--- src/rtl/spi_pkg.sv ---
// Shared types and constants for the SPI master.
// Engine states and divider limit.
package spi_pkg;

    typedef enum logic [2:0] {
        IDLE,
        SETUP,
        LEAD,
        TRAIL,
        HOLD
    } state_e;

    localparam int MAX_DIV = 11;

    function automatic logic [3:0] clamp_div(input logic [3:0] d);
        return (d > 4'(MAX_DIV)) ? 4'(MAX_DIV) : d;
    endfunction

endpackage

--- src/rtl/spi_fifo.sv ---
// Show-ahead synchronous FIFO with occupancy counter.
// Push on full only lands when a pop frees a slot in the same cycle.
module spi_fifo #(
    parameter int WIDTH = 8,
    parameter int DEPTH = 4
) (
    input  logic             clk,
    input  logic             rst_n,
    input  logic             push,
    input  logic [WIDTH-1:0] din,
    input  logic             pop,
    output logic [WIDTH-1:0] dout,
    output logic             full,
    output logic             empty
);

    localparam int AW = (DEPTH > 1) ? $clog2(DEPTH) : 1;

    logic [WIDTH-1:0] mem [DEPTH];
    logic [AW-1:0]    wr_q;
    logic [AW-1:0]    rd_q;
    logic [AW:0]      cnt_q;
    logic             do_push;
    logic             do_pop;

    assign full    = (cnt_q == (AW+1)'(DEPTH));
    assign empty   = (cnt_q == '0);
    assign do_pop  = pop && !empty;
    assign do_push = push && (!full || pop);
    assign dout    = mem[rd_q];

    always_ff @(posedge clk or negedge rst_n) begin
        if (!rst_n) begin
            wr_q  <= '0;
            rd_q  <= '0;
            cnt_q <= '0;
        end else begin
            if (do_push) wr_q <= wr_q + 1'b1;
            if (do_pop)  rd_q <= rd_q + 1'b1;
            cnt_q <= cnt_q + {{AW{1'b0}}, do_push}
                           - {{AW{1'b0}}, do_pop};
        end
    end

    always_ff @(posedge clk) begin
        if (do_push) mem[wr_q] <= din;
    end

endmodule

--- src/rtl/spi_master.sv ---
// SPI master: TX/RX FIFOs, clock divider, mode-aware shift engine,
// one-hot chip selects and sticky RX overflow.
module spi_master
    import spi_pkg::*;
#(
    parameter int DATA_W     = 8,
    parameter int NCS        = 4,
    parameter int FIFO_DEPTH = 4
) (
    input  logic                    clk,
    input  logic                    rst_n,
    input  logic                    cfg_cpol,
    input  logic                    cfg_cpha,
    input  logic                    cfg_lsb_first,
    input  logic [3:0]              cfg_div,
    input  logic [$clog2(NCS)-1:0]  cfg_cs_sel,
    input  logic                    cfg_cs_hold,
    input  logic [DATA_W-1:0]       tx_data,
    input  logic                    tx_push,
    output logic                    tx_full,
    output logic [DATA_W-1:0]       rx_data,
    input  logic                    rx_pop,
    output logic                    rx_empty,
    output logic                    rx_ovf,
    input  logic                    ovf_clr,
    output logic                    busy,
    output logic                    sclk,
    output logic                    mosi,
    input  logic                    miso,
    output logic [NCS-1:0]          cs_n
);

    localparam int CSW = $clog2(NCS);
    localparam int BCW = $clog2(DATA_W + 1);
    localparam int CW  = MAX_DIV;

    state_e            state_q, state_d;
    logic [CW-1:0]     div_cnt_q;
    logic [CW-1:0]     rld;
    logic [3:0]        rld_div;
    logic [3:0]        div_q;
    logic              cpol_q, cpha_q, lsb_q;
    logic [CSW-1:0]    sel_q;
    logic              have_sel_q;
    logic [BCW-1:0]    bit_q;
    logic [DATA_W-1:0] tx_sh_q, rx_sh_q;
    logic              sclk_q, mosi_q, ovf_q;
    logic [NCS-1:0]    cs_q, cs_d;

    logic [DATA_W-1:0] tx_head;
    logic              tx_empty, rx_full;
    logic              tick, load, rx_push;
    logic              lead_e, trail_e, shift_e, sample_e, keep_cs;
    logic              head_bit, sh_bit;
    logic [DATA_W-1:0] head_nxt, sh_nxt;

    spi_fifo #(.WIDTH(DATA_W), .DEPTH(FIFO_DEPTH)) u_tx_fifo (
        .clk   (clk),
        .rst_n (rst_n),
        .push  (tx_push),
        .din   (tx_data),
        .pop   (load),
        .dout  (tx_head),
        .full  (tx_full),
        .empty (tx_empty)
    );

    spi_fifo #(.WIDTH(DATA_W), .DEPTH(FIFO_DEPTH)) u_rx_fifo (
        .clk   (clk),
        .rst_n (rst_n),
        .push  (rx_push),
        .din   (rx_sh_q),
        .pop   (rx_pop),
        .dout  (rx_data),
        .full  (rx_full),
        .empty (rx_empty)
    );

    assign tick     = (div_cnt_q == '0);
    assign load     = (state_q == IDLE) && !tx_empty;
    assign shift_e  = (lead_e && cpha_q) || (trail_e && !cpha_q);
    assign sample_e = (lead_e && !cpha_q) || (trail_e && cpha_q);
    assign keep_cs  = cfg_cs_hold && have_sel_q && (sel_q == cfg_cs_sel);

    assign head_bit = cfg_lsb_first ? tx_head[0] : tx_head[DATA_W-1];
    assign head_nxt = cfg_lsb_first ? {1'b0, tx_head[DATA_W-1:1]}
                                    : {tx_head[DATA_W-2:0], 1'b0};
    assign sh_bit   = lsb_q ? tx_sh_q[0] : tx_sh_q[DATA_W-1];
    assign sh_nxt   = lsb_q ? {1'b0, tx_sh_q[DATA_W-1:1]}
                            : {tx_sh_q[DATA_W-2:0], 1'b0};

    assign rld_div = load ? clamp_div(cfg_div) : div_q;
    assign rld     = (CW'(1) << rld_div) - CW'(1);

    assign busy   = (state_q != IDLE) || !tx_empty;
    assign sclk   = sclk_q;
    assign mosi   = mosi_q;
    assign cs_n   = cs_q;
    assign rx_ovf = ovf_q;

    always_comb begin
        state_d = state_q;
        lead_e  = 1'b0;
        trail_e = 1'b0;
        rx_push = 1'b0;
        unique case (state_q)
            IDLE: begin
                if (!tx_empty) state_d = SETUP;
            end
            SETUP: begin
                if (tick) begin
                    state_d = LEAD;
                    lead_e  = 1'b1;
                end
            end
            LEAD: begin
                if (tick) begin
                    state_d = TRAIL;
                    trail_e = 1'b1;
                end
            end
            TRAIL: begin
                if (tick) begin
                    if (bit_q > BCW'(1)) begin
                        state_d = LEAD;
                        lead_e  = 1'b1;
                    end else begin
                        state_d = HOLD;
                    end
                end
            end
            HOLD: begin
                if (tick) begin
                    state_d = IDLE;
                    rx_push = 1'b1;
                end
            end
            default: state_d = IDLE;
        endcase
    end

    // Chip select only changes at word boundaries.
    always_comb begin
        cs_d = cs_q;
        if (state_q == HOLD && tick) begin
            if (!keep_cs) cs_d = '1;
        end else if (state_q == IDLE) begin
            cs_d = '1;
            if (load)         cs_d[cfg_cs_sel] = 1'b0;
            else if (keep_cs) cs_d[sel_q] = 1'b0;
        end
    end

    always_ff @(posedge clk or negedge rst_n) begin
        if (!rst_n) begin
            state_q    <= IDLE;
            div_cnt_q  <= '0;
            div_q      <= '0;
            cpol_q     <= 1'b0;
            cpha_q     <= 1'b0;
            lsb_q      <= 1'b0;
            sel_q      <= '0;
            have_sel_q <= 1'b0;
            bit_q      <= '0;
            tx_sh_q    <= '0;
            rx_sh_q    <= '0;
            sclk_q     <= 1'b0;
            mosi_q     <= 1'b0;
            cs_q       <= '1;
            ovf_q      <= 1'b0;
        end else begin
            state_q <= state_d;
            cs_q    <= cs_d;

            if (load || (state_q != IDLE && tick))
                div_cnt_q <= rld;
            else if (!tick)
                div_cnt_q <= div_cnt_q - 1'b1;

            if (load) begin
                cpol_q     <= cfg_cpol;
                cpha_q     <= cfg_cpha;
                lsb_q      <= cfg_lsb_first;
                div_q      <= clamp_div(cfg_div);
                sel_q      <= cfg_cs_sel;
                have_sel_q <= 1'b1;
                bit_q      <= BCW'(DATA_W);
                rx_sh_q    <= '0;
                mosi_q     <= head_bit;
                tx_sh_q    <= cfg_cpha ? tx_data_hold(tx_head) : head_nxt;
            end

            if (state_q == IDLE) sclk_q <= cfg_cpol;
            else if (lead_e)     sclk_q <= ~cpol_q;
            else if (trail_e)    sclk_q <= cpol_q;

            if (shift_e) begin
                mosi_q  <= sh_bit;
                tx_sh_q <= sh_nxt;
            end

            if (sample_e)
                rx_sh_q <= lsb_q ? {miso, rx_sh_q[DATA_W-1:1]}
                                 : {rx_sh_q[DATA_W-2:0], miso};

            if (state_q == TRAIL && tick) bit_q <= bit_q - 1'b1;

            // A new overflow beats a simultaneous clear.
            if (rx_push && rx_full && !rx_pop) ovf_q <= 1'b1;
            else if (ovf_clr)                  ovf_q <= 1'b0;
        end
    end

    // With cpha=1 the first leading edge re-emits the head bit.
    function automatic logic [DATA_W-1:0] tx_data_hold(
        input logic [DATA_W-1:0] w);
        return w;
    endfunction

endmodule

--- config.mk ---
export PLATFORM = sky130hd
export DESIGN_NAME = spi_master
export DESIGN_NICKNAME = d
export VERILOG_FILES = /design/src/rtl/spi_pkg.sv /design/src/rtl/spi_fifo.sv /design/src/rtl/spi_master.sv
export SDC_FILE = /design/constraint.sdc
export NUM_CORES = 1
export LEC_CHECK = 0
export BUFFER_PORTS_ARGS = -buffer_cell sky130_fd_sc_hd__buf_2
export CAP_MARGIN = 20
export CORE_AREA = 3 3 113 115
export DETAILED_ROUTE_END_ITERATION = 6
export DIE_AREA = 0 0 116 118
export PLACE_DENSITY = 0.85
export SLEW_MARGIN = 30
export SYNTH_ARGS = -nofsm -noshare
export SYNTH_HDL_FRONTEND = slang
export SYNTH_SLANG_ARGS = --single-unit
--- constraint.sdc ---
create_clock -name clk -period 2.6 [get_ports clk]
set_input_delay 0.26 -clock clk [delete_from_list [all_inputs] [get_ports clk]]
set_output_delay 0.26 -clock clk [all_outputs]
set_load 0.01 [all_outputs]
# Yosys cells after proc, flatten, opt, wreduce, memory -nomap -nowiden
# Memory sizes are Yosys's and may differ from the RTL's.
# Index checks and enable logic that the tools add are counted.
op_classes:
  add_sub_neg: 11
  n_lt_le_gt_ge: 6
  eq_ne: 14
  shift: 1
  muxes: 49
  bitwise: 3
  reduce_logical: 43
op_table:
  columns: ["operator", "n"]
  rows:
  - ["$mux 8", 8]
  - ["$mux 4", 9]
  - ["$mux 11", 2]
  - ["$mux 1", 20]
  - ["$logic_and 1x1->1", 18]
  - ["$mux 3", 6]
  - ["$pmux 3 s5", 1]
  - ["$ne 2x2->1 const B", 6]
  - ["$logic_not 11->1", 1]
  - ["$shl 1x4->11 const A", 1]
  - ["$sub 11x1->11 const B", 1]
  - ["$sub 11x2->11 const B", 1]
  - ["$reduce_bool 2->1", 5]
  - ["$eq 3x3->1 const B", 3]
  - ["$logic_not 3->1", 3]
  - ["$add 2x1->2 const B", 4]
  - ["$not 4->4", 2]
  - ["$add 3x1->3", 2]
  - ["$eq 3x2->1 const B", 2]
  - ["$logic_not 1->1", 6]
  - ["$logic_or 1x1->1", 6]
  - ["$lt 2x3->1 const B", 2]
  - ["$reduce_bool 3->1", 2]
  - ["$sub 3x1->3", 2]
  - ["other kinds (12)", 14]
totals:
  reg_bits: 65
  ramBits: 64
  input_bits: 24
  out_inout_bits: 18
  mem_count: 2
memory_table:
  columns: ["name", "depth", "word_bits", "read_ports", "rd_clocked_by_memory_dff", "write_ports", "line", "rtl"]
  rows:
  - ["u_rx_fifo.mem", 4, 8, 1, 0, 1, "spi_fifo.sv:19", "logic [WIDTH-1:0] mem [DEPTH];"]
  - ["u_tx_fifo.mem", 4, 8, 1, 0, 1, "spi_fifo.sv:19", null]

# Logic depth before layout (Yosys ltp)
depth:
  word_depth: 9
  ltp_mapped: 12

# By module
# From an unflattened synthesis, not the netlist that was laid out.
hier_totals:
  cells_unflattened: 475
  area_unflattened_um2: 6167.2
by_module_without_submodules:
  columns: ["module", "instances", "cells_each", "area_each_um2", "seq_area_each_um2"]
  rows:
  - ["spi_fifo", 2, 78, 1577.8, 1136.1]
  - ["spi_master", 1, 319, 3011.6, 1281.2]

# Least setup slack after synthesis
# OpenSTA, ideal clock, no wires.
synth_path:
  path_type: "register to register"
  from: "register state_q[2]"
  to: "register u_tx_fifo.cnt_q[2]"
  arrival_time_ns: 2.668
  t_required_ns: 2.474
  setup_slack_ns: -0.193
  stages_incl_launch_ff: 13
  n_path_buf: 2
  period_less_slack_ns: 2.793
  path_cell_list: "dfrtp_1 > clkbuf_1 > nor3_1 > nand2_1 > clkinv_1 > buf_1 > ha_1 > inv_1 > ha_1 > inv_1 > fa_1 > xnor2_1 > xnor2_1"
synth_via:
  elab_cells_between_ends: 7
  cone_classes: "add/sub: 2; reduce/logical: 5"
synth_lines:
  columns: ["element", "line", "rtl"]
  rows:
  - ["start, declared", "spi_master.sv:37", "state_e state_q, state_d;"]
  - ["start signal, assigned", "spi_master.sv:172", "state_q <= state_d;"]
  - ["$logic_not 3->1", "spi_master.sv:80", "assign load = (state_q == IDLE) && !tx_empty;"]
  - ["$logic_and 1x1->1", "spi_master.sv:80", null]
  - ["$logic_and 1x1->1", "spi_fifo.sv:28", "assign do_pop = pop && !empty;"]
  - ["named net u_tx_fifo.do_pop", "spi_fifo.sv:24", "logic do_pop;"]
  - ["$sub 3x1->3", "spi_fifo.sv:41", "- {{AW{1'b0}}, do_pop};"]
  - ["end signal, assigned", "spi_fifo.sv:40", "cnt_q <= cnt_q + {{AW{1'b0}}, do_push}"]
  - ["end, declared", "spi_fifo.sv:22", "logic [AW:0] cnt_q;"]
# The timed path passes the listed nets, and every way through them passes these cells.
# A chain may end at the register's enable or synchronous reset.

# Worst setup path in the final report
layout_path:
  from: "register div_cnt_q[0]"
  to: "register u_rx_fifo.cnt_q[2]"
layout_via:
  elab_chain_len: 6
layout_lines:
  columns: ["element", "line", "rtl"]
  rows:
  - ["start, declared", "spi_master.sv:38", "logic [CW-1:0] div_cnt_q;"]
  - ["start signal, assigned", "spi_master.sv:176", "div_cnt_q <= rld;"]
  - ["start signal, assigned", "spi_master.sv:178", "div_cnt_q <= div_cnt_q - 1'b1;"]
  - ["$logic_not 11->1", "spi_master.sv:79", "assign tick = (div_cnt_q == '0);"]
  - ["$mux 1", "spi_master.sv:133", "if (tick) begin"]
  - ["$mux 1", "spi_master.sv:106", "unique case (state_q)"]
  - ["$logic_and 1x1->1", "spi_fifo.sv:29", "assign do_push = push && (!full || pop);"]
  - ["named net u_rx_fifo.do_push", "spi_fifo.sv:23", "logic do_push;"]
  - ["$add 3x1->3", "spi_fifo.sv:40", null]
  - ["$sub 3x1->3", "spi_fifo.sv:41", null]
  - ["end signal, assigned", "spi_fifo.sv:40", null]
  - ["end, declared", "spi_fifo.sv:22", null]
# The timed path passes the listed nets, and every way through them passes these cells.

==> flow_metrics.py <==
metrics = {
    "power": {
        "power.density_nw_per_um2": 949,
        "finalPower_mw": 7.10,
        "ir_worst_vdd_v": 0.000633,
        "cellLeakagePower_nw": 2.90,
    },
    "drt": {
        "wire_per_inst_um": 18.0,
        "firstDrtPassIters": 5,
        "drtIter0Drc": 395,
        "vias_per_cell": 5.99,
        "drc": 0,
        "wl_um": 13300,
        "vias": 4416,
        "ant_nets": 0,
    },
    "placement": {
        "dpl_cell_area_um2": 6870,
        "post-place-cells": 704,
        "gp_congestion": 0.878,
        "hpwlAfterDp_um": 9110,
        "numPortBuffers": 41,
    },
    "synthesis": {
        "synth_fa_ha_area_share_pct": 3.54,
        "yosys.cell_types.count": 66,
        "yosys-top-cells-count": "64 x edfxtp_1, 61 x dfrtp_1, 47 x nand2_1, 28 x inv_1, 24 x o211ai_1",
        "yosys-top-cells-area": "edfxtp_1 30%, dfrtp_1 24%, mux4_2 5.6%",
        "synth.most_common_cell": "edfxtp_1",
        "synth_nets": 564,
        "synth.yosys.seq_area_share_pct": 55.3,
        "yosys.area_share.simple_pct": 12.3,
        "synthCells": 523,
        "synth_edf_count": 64,
        "synth_top_family_by_area": "simple AND/OR/NAND/NOR gates",
        "synth_compound_area_share_pct": 11.5,
        "synthMuxAreaShare_pct": 11.5,
        "synth.top_cell.area_share_pct": 29.9,
        "synthFlopType": "edfxtp_1",
        "yosysWarnings": 0,
        "synthArstFlopShare_pct": 50.4,
        "synth_top_cell_by_area": "edfxtp_1",
        "synth_seq_cells": 129,
        "synth_xor_xnor_area_share_pct": 2.04,
        "synth_area_um2": 6430,
        "avgSynthCellArea_um2": 12.3,
    },
    "cells_and_area": {
        "final_nets": 618,
        "multi_input_area_um2": 2660,
        "postLayoutCellArea_um2": 7480,
        "drive_gt1_share_pct": 23.9,
        "regArea_um2": 3550,
        "layoutNonFillerInstCount": 737,
        "n_antenna_cell": 0,
        "fillers": 886,
        "syn2layout_area_growth_pct": 16.4,
    },
    "worst_hold_path": {
        "hold_path_class": "in2reg",
        "hold_path_end": "rx_ovf$_DFFE_PN0P_",
        "hold_depth": 2,
        "hold_start": "ovf_clr",
    },
    "status": {
        "status": "finished, final reports clean",
    },
    "sta": {
        "final-max-slew-violation-count": 0,
        "slew_headroom_pct": 51.0,
        "fin_crit_sh_pct": 91.9,
        "max_freq_mhz": 418,
        "setup_viol": 0,
        "hold_violations": 0,
        "finClkSkew_ns": 0.00661,
        "tightest_slew_ns": 0.734,
        "whs_ns": 0.0540,
        "period_minus_slack_ns": 2.39,
    },
    "global_routing": {
        "grt_pass1_wl_um": 22200,
        "grt_overflow_total": 0,
        "antenna_found_initial": 0,
        "grt_pass1_vias": 4640,
        "grtUsageTotal_pct": 20.5,
        "grt_start_max_net_pins": 44,
    },
    "run": {
        "cap_violations": 0,
    },
    "setup_path": {
        "crit_path_end_kind": "flip-flop",
        "r2r_slack_ns": 0.21,
        "worst_setup_path_start_kind": "flip-flop",
        "reg2regPathDepth": 10,
        "r2r-start": "div_cnt_q[0]$_DFFE_PN0P_",
        "path_max_fanout": 4,
        "worst-setup-path-type": "reg2reg",
        "worstPathArrival_ns": 2.73,
        "critPathLaunch": "div_cnt_q[0]$_DFFE_PN0P_",
        "cp.required_ns": 2.94,
        "rr_endpoint": "u_rx_fifo.cnt_q[2]$_DFF_PN0_",
    },
    "clock_tree": {
        "cts_sinks": 129,
        "clockBufferDepth": 2,
        "cts_root_buf": "clkbuf_16",
        "path_clk_slew_ns": 0.06,
        "clock_latency_ns": 0.41,
        "htree_num_levels": 4,
        "cts_made_buffers": 17,
        "cts_tree": "yes",
    },
    "floorplan": {
        "die_x_um": 116,
        "io_pins": 42,
        "start_util_pct": 54.0,
        "design.core.area_um2": 11900,
        "die_y_um": 118,
        "placementRows": 40,
        "die_area_um2": 13700,
    },
}
==> layout make-up <==
cell class | count | share of cell area (%)
Multi-Input combinational cell | 335 | 35.5
Inverter | 29 | 1.47
Sequential cell | 129 | 47.5
Clock buffer | 21 | 5.89
Timing Repair Buffer | 65 | 5.35
Clock inverter | 11 | 1.87
Tap cell | 147 | 2.46
==> state kept, by name, indices dropped and copies added, names as in the netlist, 2 cells and up <==
name / flops
bit_q: 4
cs_n: 4
div_cnt_q: 11
div_q: 4
rx_sh_q: 8
sel_q: 2
state_q: 3
tx_sh_q: 8
u_rx_fifo.cnt_q: 3
u_rx_fifo.mem: 32
u_rx_fifo.rd_q: 2
u_rx_fifo.wr_q: 2
u_tx_fifo.cnt_q: 3
u_tx_fifo.mem: 32
u_tx_fifo.rd_q: 2
u_tx_fifo.wr_q: 2
==> worst max path at each step <==
| stage | to |
|---|---|
| 2_1_floorplan | u_tx_fifo.cnt_q[2]$_DFF_PN0_ |
| 3_3_place_gp | rx_sh_q[5]$_DFFE_PN0P_ |
| 3_5_place_dp | rx_sh_q[3]$_DFFE_PN0P_ |
| 4_1_cts | rx_sh_q[3]$_DFFE_PN0P_ |
| 5_1_grt | u_rx_fifo.cnt_q[2]$_DFF_PN0_ |
| 6_report | u_rx_fifo.cnt_q[2]$_DFF_PN0_ |
==> report_power, final <==
group | leakage [nW] | switching, mW | internal (mW)
combinational | 1.25 | 0.812 | 0.869
sequential | 1.37 | 0.498 | 2.58
clock | 0.275 | 0.846 | 1.50
total | 2.90 | 2.16 | 4.95
==> cells by family (layout without fill, tap and decap cells) <==
kind of cell	after synthesis	after routing
AND/OR/NAND/NOR	146	146
flip-flops	129	129
AO/OA/AOI/OAI	105	105
buffers and inverters	59	126
multiplexers	52	52
adder cells (fa/ha/maj)	17	17
XOR/XNOR	15	15
==> what timing repair did <==
action / CTS / global route
setup buffers: 0 / 0
gates resized for setup: 0 / 4
hold endpoints to repair: 24 / 0
hold buffers: 1 / 0
endpoints found under the setup margin: 0 / 9
==> through the flow <==
step / setup TNS [ns] / utilization, % / worst slack, ns
floorplan: 0 / - / 0.00247
finish: 0 / 62.8 / 0.210
CTS: 0 / 62.6 / 0.0762
global route: -0.0156 / 62.8 / -0.0156
detailed placement: 0 / 57.7 / 0.113
global placement: 0 / 57.7 / 0.254
==> critical path: stages (launching register included) <==
cell and delay [ns]:
dfrtp_1 0.39, inv_1 0.10, ha_1 0.23, nor4b_4 0.27, nand3_2 0.16, nor3_4 0.23
ha_1 0.17, inv_1 0.05, fa_1 0.38, xnor2_1 0.19, xnor2_1 0.14
==> per-layer routing <==
metal / GRT usage (%) / vias to the layer above / wire (um)
met2: 33.4 / 142 / 6680
met1: 26.3 / 2170 / 5740
met4: 7.76 / 0 / 290
li1: - / 2079 / -
met3: 5.35 / 25 / 590
met5: 0 / - / 0
==> placed cells by master (no fill, tap or decap), types with 5 or more instances in the layout <==
cell        n
nor2_1     14
buf_4      22
ha_1       15
buf_2      41
o211ai_1   24
nor4_1      6
inv_1      28
o31ai_1     5
nand2b_1    8
mux2i_1    19
mux2_2     17
dfrtp_1    61
xnor2_1    12
nand2_1    47
a31oi_1     9
mux4_2     16
nor3_1     20
and2_1      8
edfxtp_1   64
a21oi_1    11
a211oi_1   13
clkbuf_16  17
o21ai_0    12
nand3_1     6
(Power assumes the default switching activity.)
